## src/rtl/mem_burst_pkg.sv

```systemverilog
// mem_burst_pkg
// Shared definitions for the memory burst controller: FSM state encoding
// and default parameter values used by mem_burst_ctrl and its watchdog.
package mem_burst_pkg;

    localparam int ADDR_W_DEF  = 8;
    localparam int LEN_W_DEF   = 4;
    localparam int TIMEOUT_DEF = 16;

    typedef enum logic [2:0] {
        S_IDLE        = 3'd0,
        S_READ_MEM    = 3'd1,
        S_SAMPLE_XFER = 3'd2,
        S_WRITE_MEM   = 3'd3,
        S_DONE        = 3'd4
    } state_e;

endpackage

```

## src/rtl/mem_burst_watchdog.sv

```systemverilog
// mem_burst_watchdog
// Counts consecutive cycles spent waiting on MemReady in a memory state.
// Ports:
//   Clk, Reset  clock, asynchronous active-high reset
//   Arm_i       controller is in READ_MEM or WRITE_MEM
//   Kick_i      MemReady: the current beat completed, restart the count
//   Expired_o   combinational: this is the TIMEOUT-th cycle without MemReady
module mem_burst_watchdog
    import mem_burst_pkg::*;
#(
    parameter int TIMEOUT = TIMEOUT_DEF
) (
    input  logic Clk,
    input  logic Reset,
    input  logic Arm_i,
    input  logic Kick_i,
    output logic Expired_o
);

    localparam int CW = $clog2(TIMEOUT + 1);

    logic [CW-1:0] cnt_q, cnt_d;

    assign Expired_o = Arm_i && !Kick_i && (cnt_q == CW'(TIMEOUT - 1));

    always_comb begin
        cnt_d = cnt_q + 1'b1;
        // Leaving the memory states, completing a beat or firing all restart the count.
        if (!Arm_i || Kick_i || Expired_o) begin
            cnt_d = '0;
        end
    end

    always_ff @(posedge Clk or posedge Reset) begin
        if (Reset) begin
            cnt_q <= '0;
        end else begin
            cnt_q <= cnt_d;
        end
    end

endmodule

```

## src/rtl/mem_burst_ctrl.sv

```systemverilog
// mem_burst_ctrl
// Memory burst controller. A command accepted in IDLE runs a read burst
// (READ_MEM -> SAMPLE_XFER per beat), a write burst (WRITE_MEM per beat) or a
// single direct sample/transfer beat, then spends one cycle in DONE.
// Outputs are decoded from the registered state plus the registered address.
// Optional feature: define MEM_TIMEOUT_EN to add a MemReady watchdog that
// aborts the command with a one-cycle CmdError pulse after TIMEOUT cycles.
// Ports:
//   Clk, Reset                  clock, asynchronous active-high reset
//   ValidCmd, RW, Mode          command strobe / write / memory-burst select
//   Active                      block enable; low aborts any command
//   CmdAddr, CmdLen             start address, beats minus one
//   MemReady, TransferDone      memory access / serial transfer complete
//   AccessMem, RWMem, MemAddr   memory request, write select, beat address
//   SampleData, TransferData    sample and shift the current beat
//   Busy, CmdDone, CmdError     status and completion pulses
module mem_burst_ctrl
    import mem_burst_pkg::*;
#(
    parameter int ADDR_W  = ADDR_W_DEF,
    parameter int LEN_W   = LEN_W_DEF,
    parameter int TIMEOUT = TIMEOUT_DEF
) (
    input  logic              Clk,
    input  logic              Reset,
    input  logic              ValidCmd,
    input  logic              RW,
    input  logic              Mode,
    input  logic              Active,
    input  logic [ADDR_W-1:0] CmdAddr,
    input  logic [LEN_W-1:0]  CmdLen,
    input  logic              MemReady,
    input  logic              TransferDone,
    output logic              AccessMem,
    output logic              RWMem,
    output logic [ADDR_W-1:0] MemAddr,
    output logic              SampleData,
    output logic              TransferData,
    output logic              Busy,
    output logic              CmdDone,
    output logic              CmdError
);

    state_e            state_q, state_d;
    logic [ADDR_W-1:0] addr_q, addr_d;
    logic [LEN_W-1:0]  cnt_q, cnt_d;
    logic              mode_q, mode_d;
    logic              timeout;

`ifdef MEM_TIMEOUT_EN
    logic err_q;

    mem_burst_watchdog #(.TIMEOUT(TIMEOUT)) u_wdog (
        .Clk       (Clk),
        .Reset     (Reset),
        .Arm_i     ((state_q == S_READ_MEM) || (state_q == S_WRITE_MEM)),
        .Kick_i    (MemReady),
        .Expired_o (timeout)
    );

    // An abort (Active low) wins over a timeout, so the error needs Active.
    always_ff @(posedge Clk or posedge Reset) begin
        if (Reset) begin
            err_q <= 1'b0;
        end else begin
            err_q <= timeout && Active;
        end
    end

    assign CmdError = err_q;
`else
    logic unused_timeout;

    assign timeout        = 1'b0;
    assign unused_timeout = |TIMEOUT;
    assign CmdError       = 1'b0;
`endif

    always_comb begin
        state_d = state_q;
        addr_d  = addr_q;
        cnt_d   = cnt_q;
        mode_d  = mode_q;
        if (state_q == S_IDLE) begin
            if (ValidCmd && Active) begin
                addr_d  = CmdAddr;
                cnt_d   = CmdLen;
                mode_d  = Mode;
                state_d = !Mode ? S_SAMPLE_XFER : (RW ? S_WRITE_MEM : S_READ_MEM);
            end
        end else if (!Active) begin
            state_d = S_IDLE;
        end else begin
            case (state_q)
                S_READ_MEM: begin
                    if (timeout) begin
                        state_d = S_IDLE;
                    end else if (MemReady) begin
                        state_d = S_SAMPLE_XFER;
                    end
                end
                S_SAMPLE_XFER: begin
                    if (TransferDone) begin
                        // Direct (Mode=0) commands always finish after one beat.
                        if (mode_q && (cnt_q != '0)) begin
                            addr_d  = addr_q + 1'b1;
                            cnt_d   = cnt_q - 1'b1;
                            state_d = S_READ_MEM;
                        end else begin
                            state_d = S_DONE;
                        end
                    end
                end
                S_WRITE_MEM: begin
                    if (timeout) begin
                        state_d = S_IDLE;
                    end else if (MemReady) begin
                        if (cnt_q != '0) begin
                            addr_d = addr_q + 1'b1;
                            cnt_d  = cnt_q - 1'b1;
                        end else begin
                            state_d = S_DONE;
                        end
                    end
                end
                default: state_d = S_IDLE;
            endcase
        end
    end

    always_ff @(posedge Clk or posedge Reset) begin
        if (Reset) begin
            state_q <= S_IDLE;
            addr_q  <= '0;
            cnt_q   <= '0;
            mode_q  <= 1'b0;
        end else begin
            state_q <= state_d;
            addr_q  <= addr_d;
            cnt_q   <= cnt_d;
            mode_q  <= mode_d;
        end
    end

    assign AccessMem    = (state_q == S_READ_MEM) || (state_q == S_WRITE_MEM);
    assign RWMem        = (state_q == S_WRITE_MEM);
    assign SampleData   = (state_q == S_SAMPLE_XFER);
    assign TransferData = (state_q == S_SAMPLE_XFER);
    assign Busy         = (state_q != S_IDLE);
    assign CmdDone      = (state_q == S_DONE);
    assign MemAddr      = addr_q;

endmodule

```

## config.mk

```make
export PLATFORM = sky130hd
export DESIGN_NAME = mem_burst_ctrl
export DESIGN_NICKNAME = d
export VERILOG_FILES = /design/src/rtl/mem_burst_pkg.sv /design/src/rtl/mem_burst_watchdog.sv /design/src/rtl/mem_burst_ctrl.sv
export SDC_FILE = /design/constraint.sdc
export NUM_CORES = 1
export LEC_CHECK = 0
export CAP_MARGIN = 20
export CORE_UTILIZATION = 46
export CTS_CLUSTER_DIAMETER = 60
export CTS_CLUSTER_SIZE = 40
export DETAILED_ROUTE_END_ITERATION = 8
export GPL_ROUTABILITY_DRIVEN = 0
export PLACE_DENSITY = 0.79
export SLEW_MARGIN = 5
export SYNTH_ARGS = -nofsm -noshare
export SYNTH_HDL_FRONTEND = slang
export SYNTH_HIERARCHICAL = 1
export SYNTH_SLANG_ARGS = --single-unit
```

## constraint.sdc

```tcl
create_clock -name Clk -period 1.8 [get_ports Clk]
set_input_delay 0.36 -clock Clk [delete_from_list [all_inputs] [get_ports Clk]]
set_output_delay 0.36 -clock Clk [all_outputs]
set_load 0.01 [all_outputs]
```

Word-level counts from Yosys, hierarchy flattened
Index checks and enable logic that the tools add are counted.

Register bits after elaboration: 16. Latch bits: 0. RAM bits: 0. ROM bits: 0. Output and inout bits: 15. Logic and storage cells: 57. Memories: 0.

$add $sub $neg: 2. Multiply operators: 0. Divide/modulo/power cells: 0. $lt $le $gt $ge: 0. Equality and inequality tests: 13. Shift-type cells: 0. Multiplexer cells: 27. Bitwise gates (word level): 0. Reductions and logical operators: 11.

Operators with widths (count): 8-bit two-way mux (7); 4-bit two-way mux (7); 3-bit two-way mux (8); 8-bit one-hot mux with 2 select lines (1); 3-bit one-hot mux with 3 select lines (1); 8-bit by 1-bit adder with 8-bit output (second input constant) (1); 4-bit by 3-bit inequality test with 1-bit output (second input constant) (2); 4-bit inequality test (second input constant) (2); 4-bit one-hot mux with 2 select lines (1); 7-bit AND reduction (1); 3-bit by 2-bit == test with 1-bit output (second input constant) (2); 3-bit by 1-bit inequality test with 1-bit output (second input constant) (2); 3-bit by 2-bit inequality test with 1-bit output (second input constant) (2); 3-bit nonzero test (2); 5-bit AND reduction (1); 2-bit two-way mux (2); 4-bit nonzero test (1); 4-bit by 1-bit subtractor with 4-bit output (second input constant) (1); 3-bit by 1-bit == test with 1-bit output (second input constant) (1); 3-bit == test (second input constant) (1); 3-bit logical NOT (1); 1-bit logical AND (2); 2-bit by 1-bit inequality test with 1-bit output (second input constant) (1); 2-bit AND reduction (1); 2 further kinds (2).

Longest topological paths before layout
Gate-level depths: netlist (run 1).

Depth after elaboration: 7. Gate-level depth with buffers: 7. Mapped depth without buffers: 6.

Least setup slack after synthesis (run 1)
No wires, ideal clock.

Path type: reg2reg. Start: register cnt_q[0]. End: register addr_q[7], in the netlist MemAddr[7]. Data arrival time: 1.493 ns. Data required time: 1.676 ns. Slack: 0.183 ns. Cell stages (with the launch flop): 8. Period minus slack after synthesis: 1.617 ns. Cell sequence: dfrtp_1 -> inv_1 -> ha_1 -> nor3b_1 -> o21ai_1 -> clkbuf_1 -> nand2_1 -> a2bb2oi_2.

Word-level cells in the longest chain between the ends: 4.

Ends and longest elaborated chain: start: declaration (RTL line mem_burst_ctrl.sv:46) `logic [LEN_W-1:0] cnt_q, cnt_d;`; start signal: assignment (RTL line mem_burst_ctrl.sv:140) `cnt_q <= cnt_d;`; 4-bit nonzero test (*) (RTL line mem_burst_ctrl.sv:105, mem_burst_ctrl.sv:118); 1-bit logical AND (RTL line mem_burst_ctrl.sv:105) `if (mode_q && (cnt_q != '0)) begin`; 3-bit by 1-bit inequality test with 1-bit output (no line); 7-bit AND reduction (no line) (*); end signal: assignment (RTL line mem_burst_ctrl.sv:139) `addr_q <= addr_d;`; end: declaration (RTL line mem_burst_ctrl.sv:45) `logic [ADDR_W-1:0] addr_q, addr_d;`.

Every way passes the cells marked *; elsewhere a longest branch is shown, timed or not. A chain may end at the register's enable or synchronous reset.

Worst setup path in the final report (run 1)
Start: register state_q[1]. End: register cnt_q[1].

Word-level cells in the longest chain between the ends: 4.

Ends and longest elaborated chain: start: declaration (RTL line mem_burst_ctrl.sv:44) `state_e state_q, state_d;`; start signal: assignment (RTL line mem_burst_ctrl.sv:138) `state_q <= state_d;`; 3-bit by 2-bit == test with 1-bit output (RTL line mem_burst_ctrl.sv:94) `case (state_q)`; 4-bit one-hot mux with 2 select lines (RTL line mem_burst_ctrl.sv:94); 4-bit two-way mux (RTL line mem_burst_ctrl.sv:91) `end else if (!Active) begin`; 4-bit two-way mux (RTL line mem_burst_ctrl.sv:84) `if (state_q == S_IDLE) begin`.

Several ways; a longest one is shown, not always the timed one. The select of a mux whose other input is x is not followed.

==> results.toml, run 1 <==
[status]
status = "complete, no violations"

[synth]
synthesis.nets = 154
yosysWarnings = 6
netlist_area_sq_um = 1134
yosys_register_bits = 16
postSynthAreaPerCell_sq_um = 8.588
async_reset_ff_frac = 1.000
ys_types = 40
synth_flop_cell = "dfrtp_1"
yosysSeqAreaShare = 0.3532
synth_edf_count = 0
synthCells = 132

[clock_network]
cts_tree = "built"
postCtsHoldBufs = 0
cts_root_buf = "clkbuf_4"
cts_buffer_depth = 2
htree_levels = 1
cts_buffers = 3
clock-sinks = 16
clk_latency_ns = 0.28
clk_pin_slew_worst_paths_ns = 0.09

[global_route]
grt_pass1_wl_microns = 5030
track_usage = 0.2508
grt_pass1_vias = 1123
grt_max_degree = 24
antenna_found_initial = 0
overflow = 0

[sta]
finalCritPeriodShare = 0.9739
fin_crit_ns = 1.753
fmax_ghz = 0.5704
setup_ws_ns = 0.04698
maxSlewViolCount = 0
skew_ns = 0.006512
hold_violations = 0
finalSetupViolCount = 0

[layout]
nets = 201
drive_above_1_share = 0.1977
num_antenna_cells = 0
utilization = 0.7185
fillers = 196
syn2layout_area_growth_pct = 44.26

[floorplanning]
io_pins = 35
coreArea_sq_um = 2276
die_y_microns = 51.64
fp.dieArea_sq_um = 2667
die_w_microns = 51.64
placementRows = 17
floorplan.initialDensity = 0.4981

[route]
avgRoutedWirePerCell_microns = 14.48
postRouteAntennaNets = 0
drc = 0
wl_microns = 2969
drt_iter0_drc = 32
first_pass_iters = 4
num_vias = 1188
via_per_inst = 5.795

[setup_path]
startpoint_type = "register"
critical_path_class = "reg -> reg"
arrival_ns = 1.97
crit_fanout = 10
required_ns = 2.02
worstSetupEndpointType = "register"

[power_and_ir_drop]
p_leak_nw = 0.7240
powerDensity_nw_per_um2 = 1700
power.total_mw = 2.780
ir_worst_vdd_uv = 1079

[place]
dp_slack_ns = -0.2013
dp_hpwl_microns = 2139
port_buffers = 33

[run]
drv_cap = 0

[min_path]
hold_path_class = "in -> async"
==> worst max-delay path, cell delays in order (launching register included) <==
cell     delay (ns)
dfrtp_2        0.47
buf_4          0.16
or3b_4         0.40
a21oi_4        0.16
and2_1         0.19
buf_12         0.14
mux2i_1        0.17
==> routing by layer <==
layer	GRT usage	vias up	wire, microns
li1	-	567	-
met1	0.3254	567	1297
met2	0.4221	52	1472
met3	0.06725	2	184
met4	0.04054	0	14
met5	0	-	0
==> cells by family (layout without fill, tap and decap cells) <==
family	Yosys count	count (layout)	share of synthesized area
simple gates	52	52	0.2561
compound gates	39	39	0.2307
buf+inv	17	62	0.08829
flops	16	16	0.3532
mux	5	5	0.04636
fa+ha+maj	2	2	0.02207
other cells	1	1	0.003308
==> power breakdown <==
part | internal, mW | switching (mW) | leakage (nW)
combinational | 0.948 | 0.910 | 0.526
sequential | 0.537 | 0.199 | 0.184
clock | 0.0777 | 0.109 | 0.0138
total | 1.56 | 1.22 | 0.724
==> flip-flops by register name, summed over array words and instances (netlist names) <==
register  cells
MemAddr       8
cnt_q         4
state_q       3
mode_q        1
==> layout make-up <==
| class | instances | area (sq um) | share of cell area |
|---|---|---|---|
| repair buffers | 52 | 498.0 | 0.3045 |
| well taps | 28 | 35.03 | 0.02142 |
| clock buffers | 3 | 22.52 | 0.01377 |
| flip-flops and latches | 16 | 404.1 | 0.2471 |
| inverters | 7 | 26.28 | 0.01607 |
| multi-input cells | 99 | 649.4 | 0.3971 |
==> synthesized netlist by cell type (all sizes together) (2+ instances only) <==
library cell,number,area (sq um)
o21ai,8,40.04
nand3,9,45.04
a22o,2,17.52
dfrtp,16,400.4
a21oi,11,66.32
mux2,2,22.52
a31o,2,17.52
nand2,10,37.54
a31oi,9,56.30
and2,2,12.51
nor2b,2,12.51
and3,4,25.02
buf,8,66.31
inv,7,26.27
mux2i,3,30.03
nor3,5,30.03
o22ai,2,12.51
nand2b,5,31.28
clkbuf,2,7.510
nor3b,4,30.03
nor2,6,22.52
ha,2,25.02
==> layout by cell type (no fill, tap or decap), types with 2 or more instances in the layout <==
| cell | Yosys | final |
|---|---|---|
| nor3_1 | 4 | 3 |
| a21oi_1 | 10 | 10 |
| clkdlybuf4s50_1 | 0 | 27 |
| dfrtp_1 | 16 | 13 |
| and2_1 | 2 | 2 |
| o22ai_1 | 2 | 2 |
| dlygate4sd2_1 | 0 | 5 |
| a31oi_1 | 9 | 9 |
| mux2_1 | 2 | 2 |
| o21ai_0 | 6 | 6 |
| o21ai_1 | 2 | 2 |
| nand3_1 | 9 | 9 |
| buf_12 | 0 | 2 |
| a22o_1 | 2 | 2 |
| inv_1 | 6 | 6 |
| nand2_1 | 10 | 10 |
| nor2_1 | 6 | 6 |
| nand2b_1 | 5 | 5 |
| ha_1 | 2 | 2 |
| nor3b_1 | 4 | 3 |
| dfrtp_2 | 0 | 3 |
| and3_1 | 4 | 4 |
| nor2b_1 | 2 | 2 |
| mux2i_1 | 3 | 3 |
| buf_4 | 3 | 16 |
| clkbuf_4 | 0 | 3 |
==> through the flow <==
stage / TNS (ns) / cell area, sq um / instances / hold WS [ns]
finish: 0 / 1635 / 205 / 0.3748
global route: -0.003372 / 1635 / 205 / 0.3885
CTS: 0 / 1609 / 203 / 0.3833
detailed placement: -1.935 / 1548 / 196 / 0.5263
global placement: -1.099 / 1548 / 196 / 0.5224
floorplan: 0 / 1134 / 132 / 0.2737
==> path summary, 6_finish.rpt <==
kind                             from         end  slack, ns  depth (start not counted)
max in group asynchronous       Reset  state_q[1]       1.22                          3
min reg2reg                MemAddr[7]  MemAddr[7]       0.55                          2
max reg2reg                state_q[1]    cnt_q[1]       0.05                          6
min                             Reset    cnt_q[1]       0.37                          3
min in group Clk           MemAddr[7]  MemAddr[7]       0.55                          2
max                        state_q[1]    cnt_q[1]       0.05                          6
==> what timing repair did <==
action,4_1_cts,5_1_grt
setup buffers,4,2
hold endpoints to repair,0,0
cloned,0,0
resized for setup,10,3
endpoints found under the setup margin,6,4
pin swaps,0,0
Note: power is estimated with default switching activity, not from simulation.
==> inputs of run 2 (changes only) <==
--- a/config.mk
+++ b/config.mk
@@ -11,7 +11,7 @@
 export CTS_CLUSTER_SIZE = 40
 export DETAILED_ROUTE_END_ITERATION = 8
 export GPL_ROUTABILITY_DRIVEN = 0
-export PLACE_DENSITY = 0.79
+export PLACE_DENSITY = 0.88
 export SLEW_MARGIN = 5
 export SYNTH_ARGS = -nofsm -noshare
 export SYNTH_HDL_FRONTEND = slang
==> results.toml, run 2 (synthesis gave the netlist of run 1 again) <==
[route]
drt_iter0_drc = 34
num_vias = 1197
postRouteAntennaNets = 0
first_pass_iters = 4
avgRoutedWirePerCell_microns = 14.86
via_per_inst = 5.646
drc = 0
wl_microns = 3151

[power_and_ir_drop]
p_leak_nw = 0.7437
ir_worst_vdd_uv = 1394
powerDensity_nw_per_um2 = 1714

[floorplanning]
fp.dieArea_sq_um = 2667
die_w_microns = 51.64
die_y_microns = 51.64
placementRows = 17
io_pins = 35
floorplan.initialDensity = 0.4981
coreArea_sq_um = 2276

[place]
dp.cells = 196
dp_hpwl_microns = 2211
port_buffers = 33
postPlaceCellArea_sq_um = 1523

[layout]
layout_commonest_cell = "clkdlybuf4s50_1"
layout_common_cells = "27 x clkdlybuf4s50_1, 22 x buf_4, 13 x dfrtp_1, 10 x a21oi_1, 10 x nand2_1"
final_cells = 212
nets = 207
stdcell_area_sq_um = 1677
drive_above_1_share = 0.2337
largest_register_ffs = 8
syn2layout_area_growth_pct = 47.90
utilization = 0.7367
num_antenna_cells = 0

[sta]
skew_ns = 0.01239
finalSetupViolCount = 0
slew-limit-headroom = 0.5906
maxSlewViolCount = 0
fmax_ghz = 0.5612
fin_crit_ns = 1.782
fin_setup_tns_ns = 0
rsz0062_at_grt = "true"
finalCritPeriodShare = 0.9899
tightest_slew_ns = 0.6134
hold_violations = 0

[global_route]
overflow = 0
antenna_found_initial = 0
grt_pass1_vias = 1164
grt_pass1_wl_microns = 4954
track_usage = 0.2478
grt_max_degree = 24

[setup_path]
critical_path_class = "reg -> out"
crit_fanout = 5
cp_common_cell = "buf_4"
arrival_ns = 1.42
slowest_stage = "dfrtp_2"
path_buf_inv = 3
required_ns = 1.44
critical-path-max-stage-delay_ns = 0.42
worstSetupEndpointType = "output pin"
path_cells = "buf_4 > buf_4 > nor2b_1 > dlygate4sd2_1"
critPathTopFamily = "buffers and inverters"
r2r_slack_ns = 0.07
startpoint_type = "register"

[clock_network]
cts_buffer_depth = 2
cts_tree = "built"
clk_pin_slew_worst_paths_ns = 0.10
cts_buffers = 3
cts_root_buf = "clkbuf_4"
postCtsHoldBufs = 0
clock-sinks = 16
clk_latency_ns = 0.28
htree_levels = 1

[status]
status = "complete, no violations"

[run]
drv_cap = 0

[min_path]
hold_path_class = "in -> async"
run 2: final cells by class:
type                            instances  area (sq um)
Clock buffer                            4         36.28
Fill cell                             170         599.3
Inverter                                7         26.28
Multi-Input combinational cell         99         650.6
Sequential cell                        16         404.1
Tap cell                               28         35.03
Timing Repair Buffer                   58         524.3
run 2: metrics by stage:
stage / setup WS, ns / power, mW / hold slack (ns)
2_1_floorplan: 0.1834 / 1.812 / 0.2737
3_3_place_gp: -0.1331 / 2.375 / 0.5165
3_5_place_dp: -0.2273 / 2.430 / 0.5164
4_1_cts: 0.01501 / 2.710 / 0.4624
5_1_grt: -0.04066 / 3.102 / 0.4699
6_report: 0.01823 / 2.873 / 0.4375
run 2: what timing repair did:
item / in CTS / in global routing
pin swaps: 0 / 2
gates cloned: 0 / 1
setup endpoints to repair: 6 / 6
resized for setup: 9 / 8
hold endpoints to repair: 0 / 0
setup buffers: 4 / 7
run 2: routing by layer:
metal	part of all wire	track usage	vias up
li1	-	-	578
met5	0	0	-
met2	0.54	0.4437	51
met3	0.061	0.03216	2
met4	0.0044	0.09910	0
met1	0.40	0.2970	566
run 2: final timing paths:
path	startpoint	endpoint	depth (start not counted)
worst max-delay path	state_q[2]	AccessMem	4
worst min-delay path	Reset	MemAddr[5]	2
worst max register to register	state_q[0]	cnt_q[1]	6
worst min register to register	mode_q	mode_q	1
max in group asynchronous	Reset	state_q[0]	2
min in group Clk	mode_q	mode_q	1
run 2: power by group:
group          leakage [nW]  internal, mW  switching, mW
Sequential            0.184         0.537          0.208
Combinational         0.538         0.970          0.924
Clock                0.0210         0.123          0.112
==> inputs of run 3 (changes only) <==
--- a/config.mk
+++ b/config.mk
@@ -15,5 +15,4 @@
 export SLEW_MARGIN = 5
 export SYNTH_ARGS = -nofsm -noshare
 export SYNTH_HDL_FRONTEND = slang
-export SYNTH_HIERARCHICAL = 1
 export SYNTH_SLANG_ARGS = --single-unit
==> results of run 3 <==
No change in the layout: final DEF, timing and power equal those of run 2.
Main changes from that run: Yosys warning count 6 -> 0
